===== config.mk =====
export PLATFORM = sky130hd
export DESIGN_NAME = instr_fetch_unit
export DESIGN_NICKNAME = d
export VERILOG_FILES = /design/src/rtl/instr_fetch_unit.sv
export SDC_FILE = /design/constraint.sdc
export NUM_CORES = 1
export LEC_CHECK = 0
export CAP_MARGIN = 5
export CORE_UTILIZATION = 40
export DETAILED_ROUTE_END_ITERATION = 6
export PLACE_DENSITY = 0.68
export SLEW_MARGIN = 20
export SYNTH_ARGS = -nofsm -noshare
export SYNTH_HDL_FRONTEND = slang
export SYNTH_SLANG_ARGS = --single-unit

===== constraint.sdc =====
create_clock -name clk -period 3.9 [get_ports clk]
set_clock_uncertainty 0.05 [all_clocks]
set_input_delay 0.39 -clock clk [delete_from_list [all_inputs] [get_ports clk]]
set_output_delay 0.39 -clock clk [all_outputs]
set_load 0.005 [all_outputs]

===== src/rtl/instr_fetch_unit.sv =====
// Instruction fetch unit: PC generation, req/ack instruction-memory reads, and a
// registered {instr, pc} output stage backed by a one-entry skid buffer.
`timescale 1ns/1ps

module instr_fetch_unit #(
  parameter int                ADDR_W   = 16,
  parameter int                INSTR_W  = 32,
  parameter logic [ADDR_W-1:0] RESET_PC = '0,
  parameter int                PC_STEP  = 1
) (
  input  logic               clk,
  input  logic               reset,
  output logic               mem_req,
  output logic [ADDR_W-1:0]  mem_addr,
  input  logic               mem_ack,
  input  logic [INSTR_W-1:0] mem_rdata,
  input  logic               branch_valid,
  input  logic [ADDR_W-1:0]  branch_target,
  input  logic               stall,
  output logic               if_valid,
  output logic [INSTR_W-1:0] if_instr,
  output logic [ADDR_W-1:0]  if_pc
);

  typedef enum logic [1:0] {IDLE, FETCH, HOLD, DRAIN} state_t;

  state_t              state_q, state_d;
  logic [ADDR_W-1:0]   pc_q, pc_d, pc_next;
  logic [ADDR_W-1:0]   mem_addr_d;
  logic                if_valid_d;
  logic [INSTR_W-1:0]  if_instr_d;
  logic [ADDR_W-1:0]   if_pc_d;
  logic [INSTR_W-1:0]  skid_instr;
  logic [ADDR_W-1:0]   skid_pc;
  logic                skid_load;
  logic                consumed;
  logic                slot_free;

  // A request is outstanding in FETCH and DRAIN; HOLD parks the pipe while the skid is full.
  assign mem_req   = (state_q == FETCH) || (state_q == DRAIN);
  assign consumed  = if_valid & ~stall;
  assign slot_free = ~if_valid | ~stall;
  assign pc_next   = pc_q + ADDR_W'(PC_STEP);

  always_comb begin
    // NOTE: every signal gets a default before any branch so no path leaves it unassigned (no latch).
    state_d    = state_q;
    pc_d       = pc_q;
    mem_addr_d = mem_addr;
    if_valid_d = consumed ? 1'b0 : if_valid;
    if_instr_d = if_instr;
    if_pc_d    = if_pc;
    skid_load  = 1'b0;

    if (branch_valid) begin
      // Flush: the output slot and skid are dropped; the HOLD exit below also empties the skid.
      pc_d       = branch_target;
      if_valid_d = 1'b0;
      unique case (state_q)
        FETCH: begin
          if (mem_ack) mem_addr_d = branch_target;
          else         state_d    = DRAIN;
        end
        HOLD, IDLE: begin
          mem_addr_d = branch_target;
          state_d    = FETCH;
        end
        default: ;
      endcase
    end else begin
      unique case (state_q)
        IDLE: begin
          mem_addr_d = pc_q;
          state_d    = FETCH;
        end
        FETCH: begin
          if (mem_ack) begin
            pc_d = pc_next;
            if (slot_free) begin
              if_valid_d = 1'b1;
              if_instr_d = mem_rdata;
              if_pc_d    = mem_addr;
              mem_addr_d = pc_next;
            end else begin
              skid_load = 1'b1;
              state_d   = HOLD;
            end
          end
        end
        HOLD: begin
          if (slot_free) begin
            if_valid_d = 1'b1;
            if_instr_d = skid_instr;
            if_pc_d    = skid_pc;
            mem_addr_d = pc_q;
            state_d    = FETCH;
          end
        end
        DRAIN: begin
          // The late response belongs to the abandoned path and is discarded.
          if (mem_ack) begin
            mem_addr_d = pc_q;
            state_d    = FETCH;
          end
        end
        default: state_d = IDLE;
      endcase
    end
  end

  always_ff @(posedge clk) begin
    // NOTE: sequential state uses non-blocking assignments so all registers update together.
    if (reset) begin
      state_q  <= IDLE;
      pc_q     <= RESET_PC;
      mem_addr <= '0;
      if_valid <= 1'b0;
      if_instr <= '0;
      if_pc    <= '0;
    end else begin
      state_q  <= state_d;
      pc_q     <= pc_d;
      mem_addr <= mem_addr_d;
      if_valid <= if_valid_d;
      if_instr <= if_instr_d;
      if_pc    <= if_pc_d;
    end
  end

  // NOTE: skid payload is not reset; it is only read in HOLD, which is entered solely after a load.
  always_ff @(posedge clk) begin
    if (skid_load) begin
      skid_instr <= mem_rdata;
      skid_pc    <= mem_addr;
    end
  end

endmodule

==> results of run 1 <==
[registers in the layout (all words and copies together) (netlist names)]
signal,count
if_valid,1
state_q,2
skid_instr,32
if_instr,32
mem_addr,16
if_pc,16
skid_pc,16
pc_q,16
[area by class of cell]
cell class,count,share of cell area
inverter,7,0.003502
multi-input combinational,345,0.3165
timing repair buffer,124,0.1644
clock buffer,24,0.06021
tap,180,0.03002
clock inverter,8,0.01167
sequential,131,0.4136
[metal layers]
metal / up-vias / GRT usage / share of wire
met5: - / 0 / 0
met4: 0 / 0.09336 / 0.022
met3: 23 / 0.04464 / 0.056
met2: 148 / 0.2936 / 0.48
met1: 1964 / 0.2383 / 0.44
li1: 2137 / - / -
[cells by family after synthesis]
group	Yosys count	synth area share
xor gates and xnor gates	28	0.04313
DFF	131	0.5457
adders and majority gates	5	0.01100
and+or+nand+nor	152	0.1309
AOI/OAI and AO/OA	110	0.1397
muxes	50	0.08823
buffers and inverters	53	0.04136
[per-stage QoR]
stage | power (mW) | hold slack [ps] | instance area, um2 | util | cells
6_report | 4.912 | 448.4 | 7502 | 0.5405 | 819
4_1_cts | 4.959 | 446.6 | 7502 | 0.5405 | 819
5_1_grt | 5.209 | 461.8 | 7502 | 0.5405 | 819
2_1_floorplan | 2.747 | 419.7 | 5687 | - | 529
3_5_place_dp | 3.481 | 440.8 | 6963 | 0.5016 | 787
3_3_place_gp | 3.436 | 432.2 | 6963 | 0.5016 | 787
[how the worst max path moves through the flow]
stage | startpoint | slack, ps | to | cells after the start
2_1_floorplan | state_q[1] | 310 | skid_instr[0] | 6
3_3_place_gp | branch_valid | 1100 | skid_pc[8] | 5
3_5_place_dp | branch_valid | 950 | skid_instr[31] | 5
4_1_cts | state_q[1] | 1050 | skid_instr[9] | 6
5_1_grt | state_q[1] | 810 | skid_instr[0] | 6
6_report | state_q[1] | 1060 | skid_pc[9] | 6
[worst max-delay path, cell delays in order, from the launching register on]
cell                      delay [ps]
sky130_fd_sc_hd__dfxtp_1         340
sky130_fd_sc_hd__inv_1           120
sky130_fd_sc_hd__ha_1            580
sky130_fd_sc_hd__nor2b_1         440
sky130_fd_sc_hd__nand2_1         190
sky130_fd_sc_hd__nor2_4          540
sky130_fd_sc_hd__buf_12          270
[Yosys cell counts (2+ instances only)]
| cell type | number |
|---|---|
| sky130_fd_sc_hd__a21boi_0 | 2 |
| sky130_fd_sc_hd__xor2_1 | 19 |
| sky130_fd_sc_hd__nand2_2 | 2 |
| sky130_fd_sc_hd__buf_1 | 3 |
| sky130_fd_sc_hd__edfxtp_1 | 48 |
| sky130_fd_sc_hd__o211ai_1 | 6 |
| sky130_fd_sc_hd__o21ai_0 | 2 |
| sky130_fd_sc_hd__a211o_1 | 7 |
| sky130_fd_sc_hd__nor4_1 | 5 |
| sky130_fd_sc_hd__and3_1 | 4 |
| sky130_fd_sc_hd__nand3b_1 | 5 |
| sky130_fd_sc_hd__o41ai_1 | 3 |
| sky130_fd_sc_hd__nor4_2 | 2 |
| sky130_fd_sc_hd__ha_1 | 5 |
| sky130_fd_sc_hd__nand2_1 | 25 |
| sky130_fd_sc_hd__nand4_1 | 7 |
| sky130_fd_sc_hd__mux2i_1 | 49 |
| sky130_fd_sc_hd__nor3_1 | 3 |
| sky130_fd_sc_hd__and4_1 | 2 |
| sky130_fd_sc_hd__a221oi_1 | 3 |
| sky130_fd_sc_hd__xnor2_1 | 9 |
| sky130_fd_sc_hd__nor2_1 | 71 |
| sky130_fd_sc_hd__buf_2 | 23 |
| sky130_fd_sc_hd__a21oi_1 | 19 |
| sky130_fd_sc_hd__buf_4 | 2 |
| sky130_fd_sc_hd__a211oi_1 | 62 |
| sky130_fd_sc_hd__dfxtp_1 | 83 |
| sky130_fd_sc_hd__nand3_1 | 10 |
| sky130_fd_sc_hd__clkbuf_1 | 18 |
| sky130_fd_sc_hd__inv_1 | 7 |
| sky130_fd_sc_hd__nand2b_1 | 5 |
[power breakdown]
part | switching, mW | internal (mW)
combinational | 0.719 | 0.837
clock | 0.532 | 0.930
sequential | 0.199 | 1.70
total | 1.45 | 3.46
==> results.txt, run 1 <==
Setup repair after global routing left no endpoint under its margin. The layout-stage area growth over the synthesis result came out at 31.93%. The source-to-sink clock delay at the later pin of the worst-skew pair is 410 ps.

The startpoint identified for the worst register-to-register timing path is state_q[1]. The number of cells upsized or downsized after cts was 0. For the post-DP HPWL, the log shows 8864 um. The count of nets left with antenna violations once routing finished came out at 0. Synthesis inferred 131 register bits.

Across the VDD grid, the largest voltage drop is 0.0002994 V. Data on the critical path is required at its endpoint by 3960 ps. At the placement stage, the worst setup path has a slack of 951.0 ps. The number of antenna violations at the first check in global routing was 0; the highest net fanout along the worst path was 29. The category of the critical setup timing path was register to register. The number of CTS-inserted buffers came out at 17. 0 antenna diodes ended up in the layout. The per-cell routed wire length was 15.73 um. The worst min-delay path category was register to register. The run gives 529 as the post-synthesis cell count. The effective utilization at floorplan came out at 0.4097. The worst max-slew margin expressed relative to the limit came out at 0.3851.

In the synthesized netlist the dominant register cell turns out to be sky130_fd_sc_hd__dfxtp_1. Clock-pin slew on the worst setup and hold paths: 50 ps. For this run, the post-layout net count is 684. The endpoint of the worst register-to-register path is skid_pc[9].

Die extent in y: 121.2 um. STA puts the critical path data arrival time at 2900 ps. The final period demand of the worst path came out at 2843 ps. Summing all multi-input logic gate instances after layout gives 2375 um2. STA classifies the critical path endpoint as a register. For the area of the mapped netlist, the log shows 5687 um2. For this design the static power due to leakage is 2.541 nW. After synthesis, the cell types taking the most area are sky130_fd_sc_hd__dfxtp_1 29%, sky130_fd_sc_hd__edfxtp_1 25%, sky130_fd_sc_hd__mux2i_1 8.6%. Via count of the first global-routing pass: 4163.

The core region is 13880 um2. For the pin with the worst max-slew slack, the measured transition is 922.4 ps. Total count of hold-check failures in the final report: 0.

Commonest non-fill, non-tap cell in the layout: sky130_fd_sc_hd__clkdlybuf4s50_1. The cell depth of the worst min-delay path is 2, and the summed negative setup slack over all endpoints is 0 ps. For this run, design rule violations remaining after detail routing come to 0.

The run gives 3103 um2 as the area taken by flip-flops and latches. TritonCTS built the clock tree. Counting along the longest clock path gives a buffer depth of 2. The floorplan has 43 rows. The x dimension of the die was 121.2 um. In the routed layout, each cell is associated on average with a via count of 5.216. STA classifies the critical path startpoint as a register.

Setup slack after layout: 1057 ps. The total number of vias was 4272. The number of top-level pins came out at 119. The final worst-path cycle share was 0.7290; the final global-route overflow total was 0.

The H-tree generated during clock tree synthesis spans 4 levels. The count of different cell masters after synthesis was 49. The startpoint identified for the worst hold timing path is if_instr[22]. The setup check on the worst reg-to-reg path leaves a slack of 1060 ps. Yosys mapped a number of flops with a built-in enable equal to 48. Dividing total power by cell area gives a power density of 654.8 nW/um2. The average cell area after synthesis was 10.75 um2. When the netlist entered floorplanning its net count stood at 587. For hold timing, the worst endpoint is if_instr[22].

Entering global routing, the biggest net connects 97 pins. For this run, the detailed router's first-pass iteration total came to 5. For the total count of max-transition violations in the final report, the log shows 0.

Buffers added to address setup during post-CTS repair amount to 0. The number of cell instances on the worst register-to-register path is 6, and the final number of setup-violating endpoints is 0. The first global-routing pass estimated 20820 um of wire.

For this run, the top clock speed supported by timing is 351.7 MHz. The share of final-layout standard cells stronger than drive strength 1 came out at 0.06573. The run gives 0.5457 as the sequential area share after synthesis. The run gives 0.8835 as the global placement routability congestion. The tree is rooted in a sky130_fd_sc_hd__clkbuf_16. The run gives 0.1864 as the aggregate global-route resource usage. The leading area contributor after synthesis was sky130_fd_sc_hd__dfxtp_1. The run gives 0 as the number of hold buffers added after cts. Top cell type's share of synthesized area: 0.2922. The count of buffers from port buffering is 118. The fraction of synthesis flops using an asynchronous set or reset pin works out to 0. The routed wire length was 12890 um. The run finished with clean final reports. The library cells used most frequently in the layout, excluding fill and tap cells, are 117 x sky130_fd_sc_hd__clkdlybuf4s50_1, 83 x sky130_fd_sc_hd__dfxtp_1, 70 x sky130_fd_sc_hd__nor2_1, 62 x sky130_fd_sc_hd__a211oi_1, 49 x sky130_fd_sc_hd__mux2i_1.

The logs give 0 for the number of warnings printed during yosys synthesis and 1248 for the fill cell instance count of the final layout. For the CTS sink count, the log shows 131. The die covers 14700 um2. The number of max-cap violations is 0, and the number of DRC violations after detailed-routing iteration 0 is 261.
No activity file was read; power rests on OpenSTA's default activity.
==> run 2, diff against run 1 <==
PLACE_DENSITY = 0.65   (was 0.68)
clock period = 2.8 ns   (was 3.9 ns; I/O delays follow)
==> results.txt, run 2 (same netlist as run 1, synthesis figures left out) <==
The worst max-slew margin expressed relative to the limit is 0.4204. Highest attainable clock frequency: 422.0 MHz. The cell family contributing the most delay on the critical path was buffers and inverters.

The die covers 14700 um2. The total number of nets in the final design was 688; the worst path required time was 3070 ps. For the final routed database, the setup TNS stands at 0 ps. The run gives 0.370 as the portion of total power attributed to sequential cells. The total count of hold-check failures in the final report was 0; the level count of the clock H-tree was 4. The number of clock buffers added by TritonCTS is 17. The tools report the master cell of the clock root buffer as sky130_fd_sc_hd__clkbuf_16. The buffer count from post-CTS setup fixing is 0.

The flow ran to the end, and the final reports show no timing, DRC or antenna violations. The highest net fanout along the worst path is 96, and the final core utilization is 0.5489. The length of routed met2 wiring was 6268 um; the maximum cell stage delay along the critical path was 400 ps. The part of the total power dissipated in the clock network came out at 0.319. The x dimension of the die was 121.2 um; the combinational share of power was 0.312. The region available for standard cell placement spans 13880 um2. The tools report the remaining number of nets flagged by the antenna check after routing as 0. The first detailed-routing pass took 5 iterations. Entering global routing, the biggest net connects 97 pins. In the layout the commonest cells are 117 x sky130_fd_sc_hd__clkdlybuf4s50_1, 83 x sky130_fd_sc_hd__dfxtp_1, 70 x sky130_fd_sc_hd__nor2_1, 62 x sky130_fd_sc_hd__a211oi_1, 49 x sky130_fd_sc_hd__mux2i_1. The total number of vias is 4342. Clock-pin slew was measured on the worst setup and hold paths at 50 ps.

STA classifies the critical path endpoint as a register. The library cell used most frequently in the layout, excluding fill and tap cells, is sky130_fd_sc_hd__clkdlybuf4s50_1. The die extent in y is 121.2 um. The number of buffers and inverters on the critical path is 3. The run gives 4067 as the via count of the first global-routing pass.

Number of antenna violations at the first check in global routing: 0. TritonCTS built the clock tree. The aggregate global-route resource usage was 0.1903; the final number of setup-violating endpoints was 0.

Subtracting the final worst setup slack from the clock period gives 2369 ps. The arrival time reported for the critical path endpoint was 2640 ps. The effective utilization at floorplan is 0.4097, and the routed wire length is 13360 um. The final worst-path cycle share was 0.8462; the met3 layer wire length in the routed design was 691 um.

After detailed routing, the wire length on met1 is 6235 um. The power density normalized to cell area was 928.6 nW/um2; the post-DP HPWL was 8562 um. Setup repair after global routing left no endpoint under its margin. The worst-case IR drop observed on VDD is 0.0004606 V. Clock latency on the worst-skew pair, taken at its later pin, is 410 ps. The critical path goes through inv_1, ha_1, buf_4, a31oi_1, a21oi_1, nor3b_4, buf_12, nor2_1, a211oi_1.

The layout-stage area growth over the synthesis result is 33.99%, and the internal power contribution is 5.045 mW. The measured slew at the worst slew-check pin was 869.3 ps. The number of diodes added for antenna fixing is 0, and the global-route wire length before repair is 21290 um.

The logs give 0 for the number of max-cap violations and 279 for the number of DRC violations after detailed-routing iteration 0. The worst min-delay path category was input port to register. The clock net in this run drives a total of 131 sinks. The number of remaining DRC errors is 0, and the share of final-layout standard cells stronger than drive strength 1 is 0.07465.

The analysis attributes to cell leakage a power of 2.598 nW. The total count of max-transition violations in the final report was 0; the total number of placement rows was 43. Number of hold buffers added after cts: 0. The largest registers in the layout are if_instr: 32 flops, skid_instr: 32 flops. Routed signal wires occupy layers up through met4. The count of buffers from port buffering works out to 118. Routability-driven placement finished with a final weighted congestion of 0.8898. The number of gates resized after CTS was 0. The critical path is of the register to register type. For the number of top-level pins, the log shows 119. Final global-route overflow total: 0. For this design, the slowest cell found on the critical path is sky130_fd_sc_hd__dfxtp_1.

In the final routed layout, each cell accounts on average for 16.23 um. The fraction of power spent switching nets is 0.2870, and the via density per instance is 5.276. For the maximum number of buffers from clock root to sink, the log shows 2. Summed over all nets, the switching power comes to 2.031 mW. Startpoint type of the worst setup path: a register.
==> run 2: changes by cell type in the layout (fill, tap and decap cells not counted), sizes merged <==
cell | previous run | this run
buf | 7 | 11
clkbuf | 24 | 28
bufinv | 2 | 3
clkinv | 6 | 1
==> run 2: power groups by stage <==
stage | combinational [mW] | clock [mW] | sequential [mW]
after global placement | 2.20 | 0 | 2.64
after global routing | 2.43 | 2.39 | 2.67
final | 2.21 | 2.25 | 2.62
after CTS | 2.23 | 2.30 | 2.62
after detailed placement | 2.22 | 0 | 2.66
after floorplan | 1.20 | 0 | 2.63
==> run 2: layer usage <==
metal / vias up / global-route usage
li1: 2148 / -
met5: - / 0
met3: 12 / 0.05028
met2: 115 / 0.3000
met4: 0 / 0.07099
met1: 2067 / 0.2492
==> run 2: final cells by class <==
| cell class | count | area [um2] |
|---|---|---|
| Multi-Input combinational cell | 345 | 2375 |
| Clock buffer | 28 | 506.7 |
| Sequential cell | 131 | 3103 |
| Timing Repair Buffer | 128 | 1289 |
| Clock inverter | 4 | 95.09 |
| Inverter | 7 | 26.28 |
| Fill cell | 1250 | 6261 |
| Tap cell | 180 | 225.2 |
==> run 2: through the flow <==
stage	power [mW]	cells	setup WS, ps	cell area, um2	hold WS, ps
3_3_place_gp	4.844	791	375.4	7018	421.7
4_1_cts	7.152	823	454.1	7620	316.8
2_1_floorplan	3.827	529	2.485	5689	328.9
3_5_place_dp	4.884	791	321.2	7018	435.7
6_report	7.076	823	430.5	7620	327.1
5_1_grt	7.487	823	258.6	7620	339.1
==> run 2: path summary, 6_finish.rpt <==
path	startpoint	slack (ps)	to	cells past startpoint
max reg2reg	state_q[1]	430	if_instr[1]	9
min	reset	330	mem_addr[2]	2
max	state_q[1]	430	if_instr[1]	9
min reg2reg	mem_addr[4]	440	mem_addr[4]	2
==> run 3, diff against run 2 <==
clock period = 2.2 ns   (was 2.8 ns; I/O delays follow)
==> results.txt, run 3 (same netlist as run 1, synthesis figures left out) <==
CTS saw 131 sinks. The number of antenna violations at the first check in global routing was 0. The region available for standard cell placement spans 13880 um2.

The flow ran to the end, and the final reports show no timing, DRC or antenna violations. STA classifies the critical path endpoint as an output port. The worst min-delay path category is input port to register. Traced cell by cell, the critical path runs through inv_1, ha_2, or2_2, clkdlybuf4s50_1. The logs give 4 for the level count of the clock H-tree and 4452 for the total number of vias. Input and output buffers added on the ports amount to 118. Timing would allow up to 469.7 MHz. The first routing iteration left 292 violations. The part of the total power dissipated in the clock network was 0.315. The portion of total power attributed to sequential cells was 0.356. The final worst-path cycle share was 0.9678.

The worst path required time is 1930 ps. The run gives 0.8853 as the global placement routability congestion. The worst path buffer plus inverter count was 2. On the final layout, the worst hold slack is 264.8 ps. The tool flagged a number of max-cap violations equal to 0.

The combinational share of power is 0.329, and the footprint of the multi-input gates is 2389 um2. Counting along the longest clock path gives a buffer depth of 2. TritonCTS built the clock tree.

For the number of top-level pins, the log shows 119. Across the VDD grid, the largest voltage drop is 0.0005441 V. The logs give 722 for the total number of nets in the final design and 825 for the cell count after placement.

Number of CTS-inserted buffers: 17. In the routed design, unresolved DRC markers number 0. Setup violations remaining at the end of the flow were counted as 0. The die covers 14700 um2.

Across the whole layout, storage elements account for 3103 um2. The tools report the total count of hold-check failures in the final report as 0. The fraction of power spent switching nets is 0.2868, and the number of diodes added for antenna fixing is 0. From bottom edge to top edge, the die measures 121.2 um.

The largest registers in the layout are if_instr: 32 flops, skid_instr: 32 flops. The worst path in the final design needs a cycle of 2129 ps, including I/O delays and setup. The master cell of the clock root buffer was sky130_fd_sc_hd__clkbuf_16.

Commonest non-fill, non-tap cell in the layout: sky130_fd_sc_hd__clkdlybuf4s50_1. The per-cell routed wire length works out to 16.36 um. After legalization and detailed placement, the total HPWL measured 9914 um. The number of standard cells in the layout, taps in and fillers out is 857. The area growth from synthesis to layout is 39.91%.

Via count of the first global-routing pass: 4322. Across all register-to-register paths, the minimum setup slack is 130 ps. The cell family contributing the most delay on the critical path was buffers and inverters. The first global-routing pass estimated 22380 um of wire. The via density per instance came out at 5.195.

The top cell types in the final layout, fill and taps aside, are 117 x sky130_fd_sc_hd__clkdlybuf4s50_1, 83 x sky130_fd_sc_hd__dfxtp_1, 70 x sky130_fd_sc_hd__nor2_1, 62 x sky130_fd_sc_hd__a211oi_1, 49 x sky130_fd_sc_hd__mux2i_1. Setup repair after global routing could not meet its margin everywhere. Measured along the x axis, the die boundary spans 121.2 um. The startpoint type of the worst setup path was a register.

Power spread over the standard cell area amounts to 1174 nW/um2. For the total count of max-transition violations in the final report, the log shows 0. Of all nets on the critical path, the largest fanout is 9. For the net switching power figure, the log shows 2.678 mW.

The share of final-layout standard cells stronger than drive strength 1 is 0.1344, and the source-to-sink clock delay at the later pin of the worst-skew pair is 420 ps. The pre-antenna-repair detailed-routing pass consisted of 4 iterations. For this run the aggregate overflow at the end of global routing stands at 0.

Fill cell instance count of the final layout: 1200. The floorplan has 43 rows. The aggregate global-route resource usage is 0.1990, and the routed wire length is 14020 um. The category of the critical setup timing path was register to output port. Remaining number of nets flagged by the antenna check after routing: 0.

The library cell contributing the largest single delay on the critical path was sky130_fd_sc_hd__clkdlybuf4s50_1. The logs give 0.4197 for the worst max-slew margin expressed relative to the limit and 1860 ps for the arrival time reported for the critical path endpoint. In this design, the stage delay of the slowest critical-path cell is 450 ps.

In this run, post-CTS hold repair placed 0 buffers. The internal power contribution came out at 6.660 mW. The static power due to leakage came out at 2.785 nW.

The effective utilization at floorplan was 0.4097. Entering global routing, the biggest net connects 50 pins. The measured slew at the worst slew-check pin was 870.5 ps; the clock-pin slew on the worst setup and hold paths was 60 ps.
## run 3: final timing paths
| check | startpoint | end | depth (start not counted) |
|---|---|---|---|
| setup / recovery | state_q[1] | mem_req | 4 |
| setup reg to reg | pc_q[8] | mem_addr[13] | 6 |
| hold reg to reg | mem_addr[4] | mem_addr[4] | 2 |
| hold / removal | reset | pc_q[10] | 2 |
## run 3: worst reg2reg max path: cells and delay by family (launching register included)
kind / cells / cell delay (ps)
buffers and inverters: 1 / 200
flip-flops: 1 / 490
AO/OA/AOI/OAI: 2 / 460
XOR/XNOR: 1 / 140
AND/OR/NAND/NOR: 2 / 590
## run 3: power groups by stage
stage	combinational [mW]	sequential, mW	clock (mW)
2_1_floorplan	1.53	3.35	0
5_1_grt	3.37	3.40	3.09
3_5_place_dp	3.08	3.39	0
3_3_place_gp	3.03	3.36	0
6_report	3.07	3.33	2.94
4_1_cts	3.09	3.34	2.99
## run 3: area by class of cell
cell class,count,share of cell area
Timing Repair Buffer,162,0.2003
Multi-Input combinational cell,345,0.3002
Clock buffer,22,0.05834
Sequential cell,131,0.3900
Tap cell,180,0.02831
Inverter,7,0.003302
Clock inverter,10,0.01950
## run 3: metrics by stage
stage               area [um2]  power [mW]  TNS [ps]  utilization  worst slack [ps]
floorplan                 5702       4.879         0            -             27.84
global placement          7321       6.385         0       0.5274             26.09
detailed placement        7321       6.466    -46.44       0.5274            -21.63
CTS                       7943       9.424         0       0.5722             45.50
global route              7956       9.852    -9.009       0.5732            -9.009
finish                    7956       9.338         0       0.5732             70.83
## run 3: timing repair
action,in CTS,in global routing
endpoints found under the hold margin,0,0
gates resized for setup,1,3
setup endpoints to repair,3,15
buffers inserted,0,0
## run 3: metal layers
metal / vias to the layer above / GRT usage / wire length (um)
met5: - / 0 / 0
met4: 0 / 0.07716 / 251
met3: 23 / 0.04511 / 764
met2: 136 / 0.3086 / 6437
met1: 2074 / 0.2690 / 6564
li1: 2219 / - / -
